**src/rtl/pwm_pkg.sv**
```systemverilog
// pwm_pkg
//   Shared defaults and helpers for the PWM generator.
//   PWM_WIDTH_DEF : default width of the duty input and the period counter
//   PWM_DIV_DEF   : default prescale ratio (clocks per counter tick)
//   pwm_max()     : last counter value of a period, 2^width-2, so that a
//                   period spans 2^width-1 ticks and the all-ones duty code
//                   is never reached by the counter (100% duty).
package pwm_pkg;

  localparam int PWM_WIDTH_DEF = 4;
  localparam int PWM_DIV_DEF   = 1;

  function automatic int pwm_max(input int width);
    return (1 << width) - 2;
  endfunction

endpackage

```
**src/rtl/pwm_prescaler.sv**
```systemverilog
// pwm_prescaler
//   Free-running clock-enable generator. Counts 0..DIV-1 and asserts tick
//   while the count equals DIV-1, then wraps. DIV=1 gives tick every cycle.
// Ports
//   CLK  : system clock, rising edge
//   RST  : asynchronous active-high reset (count returns to 0)
//   tick : one-cycle clock enable for the period counter
module pwm_prescaler
  import pwm_pkg::*;
#(
  parameter int DIV = PWM_DIV_DEF
) (
  input  logic CLK,
  input  logic RST,
  output logic tick
);

  // Keep at least one bit so DIV=1 still has a legal (constant-zero) counter.
  localparam int CW = (DIV > 1) ? $clog2(DIV) : 1;
  localparam logic [CW-1:0] LAST = CW'(DIV - 1);

  logic [CW-1:0] count_q;
  logic [CW-1:0] count_d;

  always_comb begin
    tick    = (count_q == LAST);
    count_d = tick ? '0 : count_q + 1'b1;
  end

  always_ff @(posedge CLK or posedge RST) begin
    if (RST) begin
      count_q <= '0;
    end else begin
      count_q <= count_d;
    end
  end

endmodule

```
**src/rtl/pwm_gen.sv**
```systemverilog
// pwm_gen
//   Registered PWM generator with a prescaled period counter and a duty
//   shadow register that only updates at period start (glitch-free).
//   Period is 2^WIDTH-1 ticks; duty d gives d high ticks per period,
//   0 gives constant low and 2^WIDTH-1 gives constant high.
// Ports
//   CLK   : system clock, rising edge
//   RST   : asynchronous active-high reset; forces OUT low immediately
//   Input : requested duty, unsigned 0..2^WIDTH-1
//   OUT   : registered PWM waveform (one clock behind the compare)
module pwm_gen
  import pwm_pkg::*;
#(
  parameter int WIDTH = PWM_WIDTH_DEF,
  parameter int DIV   = PWM_DIV_DEF
) (
  input  logic             CLK,
  input  logic             RST,
  input  logic [WIDTH-1:0] Input,
  output logic             OUT
);

  localparam logic [WIDTH-1:0] MAX = WIDTH'(pwm_max(WIDTH));

  generate
    if (DIV < 1) begin : g_bad_div
      $error("pwm_gen: DIV must be >= 1");
    end
    if (WIDTH < 2) begin : g_bad_width
      $error("pwm_gen: WIDTH must be >= 2");
    end
  endgenerate

  logic             tick;
  logic             wrap;
  logic [WIDTH-1:0] cnt_q;
  logic [WIDTH-1:0] cnt_d;
  logic [WIDTH-1:0] duty_sh_q;
  logic [WIDTH-1:0] duty_sh_d;
  logic             out_q;
  logic             out_d;

  pwm_prescaler #(
    .DIV (DIV)
  ) u_prescaler (
    .CLK  (CLK),
    .RST  (RST),
    .tick (tick)
  );

  always_comb begin
    wrap      = (cnt_q == MAX);
    cnt_d     = cnt_q;
    duty_sh_d = duty_sh_q;
    if (tick) begin
      if (wrap) begin
        // Period boundary: the only point where a new duty is accepted.
        cnt_d     = '0;
        duty_sh_d = Input;
      end else begin
        cnt_d = cnt_q + 1'b1;
      end
    end
    // cnt never reaches all-ones, so duty all-ones is always high.
    out_d = (cnt_q < duty_sh_q);
  end

  // Counter resets to MAX so the first tick after reset wraps and loads
  // the duty straight away instead of waiting a full period.
  always_ff @(posedge CLK or posedge RST) begin
    if (RST) begin
      cnt_q     <= MAX;
      duty_sh_q <= '0;
      out_q     <= 1'b0;
    end else begin
      cnt_q     <= cnt_d;
      duty_sh_q <= duty_sh_d;
      out_q     <= out_d;
    end
  end

  assign OUT = out_q;

endmodule

```
**config.mk**
```make
export PLATFORM = sky130hd
export DESIGN_NAME = pwm_gen
export DESIGN_NICKNAME = d
export VERILOG_FILES = /design/src/rtl/pwm_pkg.sv /design/src/rtl/pwm_prescaler.sv /design/src/rtl/pwm_gen.sv
export SDC_FILE = /design/constraint.sdc
export NUM_CORES = 1
export LEC_CHECK = 0
export ABC_AREA = 1
export BUFFER_PORTS_ARGS = -buffer_cell sky130_fd_sc_hd__buf_2
export CORE_AREA = 2 2 39 41
export DETAILED_ROUTE_END_ITERATION = 12
export DIE_AREA = 0 0 41 43
export SLEW_MARGIN = 20
export SYNTH_ARGS = -nofsm -noshare
export SYNTH_HDL_FRONTEND = slang
export SYNTH_SLANG_ARGS = --single-unit
```
**constraint.sdc**
```tcl
create_clock -name CLK -period 1.55 [get_ports CLK]
set_clock_uncertainty 0.1 [all_clocks]
set_input_delay 0 -clock CLK [delete_from_list [all_inputs] [get_ports CLK]]
set_output_delay 0 -clock CLK [all_outputs]
set_load 0.01 [all_outputs]
```
==> impl_metrics.json <==
{
  "async_reset_ff_share_pct": 100,
  "drtPass1Iterations": 4,
  "finalHoldViolCount": 0,
  "grt_start_max_net_pins": 10,
  "r2r-start": "cnt_q[1]",
  "avgSynthCellArea_um2": 8.93,
  "dieWidth_um": 41,
  "tritoncts": "yes",
  "status": "completed",
  "grt-ovfl-total": 0,
  "ys_seq_area_share_pct": 50.3,
  "synth_edf_count": 0,
  "antenna_found_initial": 0,
  "grt_usage_pct": 11.1,
  "drive_gt1_share_pct": 27.3,
  "final.setup.tns_ns": 0,
  "hpwl_um": 572,
  "required_ns": 1.63,
  "ios": 7,
  "crit_path_cell_trace": "ha_1 -> nand2_1 -> nand2_1 -> a21oi_1",
  "cp-start-kind": "register",
  "power_density_mw_per_mm2": 794,
  "crit_type": "register to register",
  "cts-buffers-inserted": 3,
  "clk_latency_ns": 0.26,
  "detail_route.wl_per_cell_um": 9.45,
  "syn_to_final_growth_pct": 28.0,
  "cts.clk_slew.worst_paths_ns": 0.07,
  "cpMostUsedCell": "nand2_1",
  "diodes": 0,
  "cts.htree.levels": 1,
  "start_util_pct": 32.9,
  "fin_crit_sh_pct": 80.8,
  "synth_cell_types": 14,
  "num_vias": 339,
  "core_area_mm2": 0.00138,
  "gp_congestion": 0.694,
  "dieArea_mm2": 0.00176,
  "critPathMaxStageDelay_ns": 0.58,
  "final-setup-viol-count": 0,
  "numPortBuffers": 6,
  "die_h_um": 43,
  "ant_nets": 0,
  "crit_fanout": 6,
  "post-route-min-period_ns": 1.25,
  "rows": 14,
  "p_leak_uw": 0.000335,
  "fin_nets": 76,
  "fill_cells": 138,
  "root_buffer": "clkbuf_4",
  "finalMaxSlewViolations": 0,
  "grt.met1_usage_pct": 12.7,
  "cts_sinks": 9,
  "grt_use_met2_pct": 16.6,
  "slew_headroom_pct": 77.3,
  "path_buf_inv": 0,
  "drc": 0,
  "busiest_layer": "met2",
  "worstPathArrival_ns": 1.33,
  "final_util_pct": 42.1,
  "hold_class": "input port to asynchronous set/reset pin",
  "crit_start": "cnt_q[1]",
  "grt_pass1_wl_mm": 1.23,
  "cap_violations": 0,
  "cts_setup_buffers": 0,
  "peakVddDrop_mv": 0.527,
  "dpl-instance-area_um2": 505,
  "tightest_slew_ns": 0.340,
  "fin_area_um2": 583,
  "routed_wl_um": 775,
  "ys.flop_type": "dfrtp_1",
  "netlist_instances": 51,
  "yosys_register_bits": 9,
  "grt_use_met3_pct": 6.28,
  "ys_warn_count": 0,
  "syn_nets": 60,
  "synth.cell_area_um2": 455,
  "rsz0062_at_grt": "false",
  "vias_per_cell": 4.13,
  "worst_setup_path_end_kind": "register",
  "critPathSlowestCell": "dfstp_2",
  "grt_pass1_vias": 299,
  "drtIter0Drc": 7,
  "cp_top_family": "flip-flops",
  "cts_max_path_buffers": 2,
  "fmax_mhz": 798
}
## power by group
group,internal [uW],leakage (uW),switching [uW]
clock,95.2,0.0000177,86.0
sequential,242,0.000102,3.21
combinational,20.2,0.000215,16.5
total,357,0.000335,106
## state kept, by name, indices dropped and copies added (netlist names)
name       count
duty_sh_q      4
cnt_q          4
OUT            1
## worst paths after layout
path                           endpoint  depth (start not counted)  slack, ns
min in group CLK           duty_sh_q[1]                          2       0.37
hold reg to reg            duty_sh_q[1]                          2       0.37
setup / recovery                    OUT                          4       0.30
max in group asynchronous      cnt_q[1]                          3       0.92
hold / removal                 cnt_q[0]                          3       0.13
setup reg to reg                    OUT                          4       0.30
## cells in the final DEF, fill, tap and decap left out
cell,instances
a21o_1,1
a21oi_1,3
buf_2,6
clkbuf_4,3
clkinv_2,1
dfrtp_1,6
dfstp_2,3
dlygate4sd3_1,5
ha_1,3
inv_1,8
inv_2,2
nand2_1,14
nand2_2,1
nand2_4,1
nand3_1,6
nor2_1,1
nor2_8,1
o21ai_0,1
## worst reg2reg max path: stages (launching register included)
cell and delay (ns):
dfstp_2 0.58, ha_1 0.24, nand2_1 0.07, nand2_1 0.06
a21oi_1 0.13
## cell type report
class                           count  area, um^2  share of cell area (%)
Multi-Input combinational cell     32         189                    32.4
Tap cell                           16        20.0                    3.43
Clock buffer                        3        22.5                    3.86
Sequential cell                     9         229                    39.3
Inverter                           10        37.5                    6.44
Clock inverter                      1        5.00                   0.858
Timing Repair Buffer               11        80.1                    13.7
## cells in the mapped netlist, types with 2 or more instances
master | instances | area, um^2
inv_2 | 2 | 7.51
dfstp_2 | 3 | 78.8
inv_1 | 8 | 30.0
ha_1 | 3 | 37.5
nand2_1 | 14 | 52.6
nand3_1 | 6 | 30.0
dfrtp_1 | 6 | 150
a21oi_1 | 3 | 15.0
## through the flow
step           hold slack (ns)  setup slack [ns]  power, uW  std cells
4_1_cts                  0.136             0.272        468         82
5_1_grt                  0.178             0.250        489         82
2_1_floorplan           -0.274             0.371        265         51
3_5_place_dp            -0.121             0.302        277         73
3_3_place_gp            -0.122             0.310        277         73
6_report                 0.131             0.297        463         82
## timing repair
item                      CTS  global route
hold endpoints to repair   13             0
hold buffers                5             0
resized for setup           0             0
## metal layers
layer	wire length [um]	share of wire (%)	vias up
met5	0	0	-
met4	0	0	0
met3	40	5.2	0
met2	374	48	9
met1	359	46	141
li1	-	-	189
## kinds of logic (layout without fill, tap and decap cells)
group | Yosys count | count (layout) | synth area share [%]
AND/OR/NAND/NOR | 24 | 24 | 27.2
buffers and inverters | 10 | 25 | 8.24
flip-flops | 9 | 9 | 50.3
AO/OA/AOI/OAI | 5 | 5 | 6.04
adder cells (fa/ha/maj) | 3 | 3 | 8.24
Power figures use the tool's default switching activity.
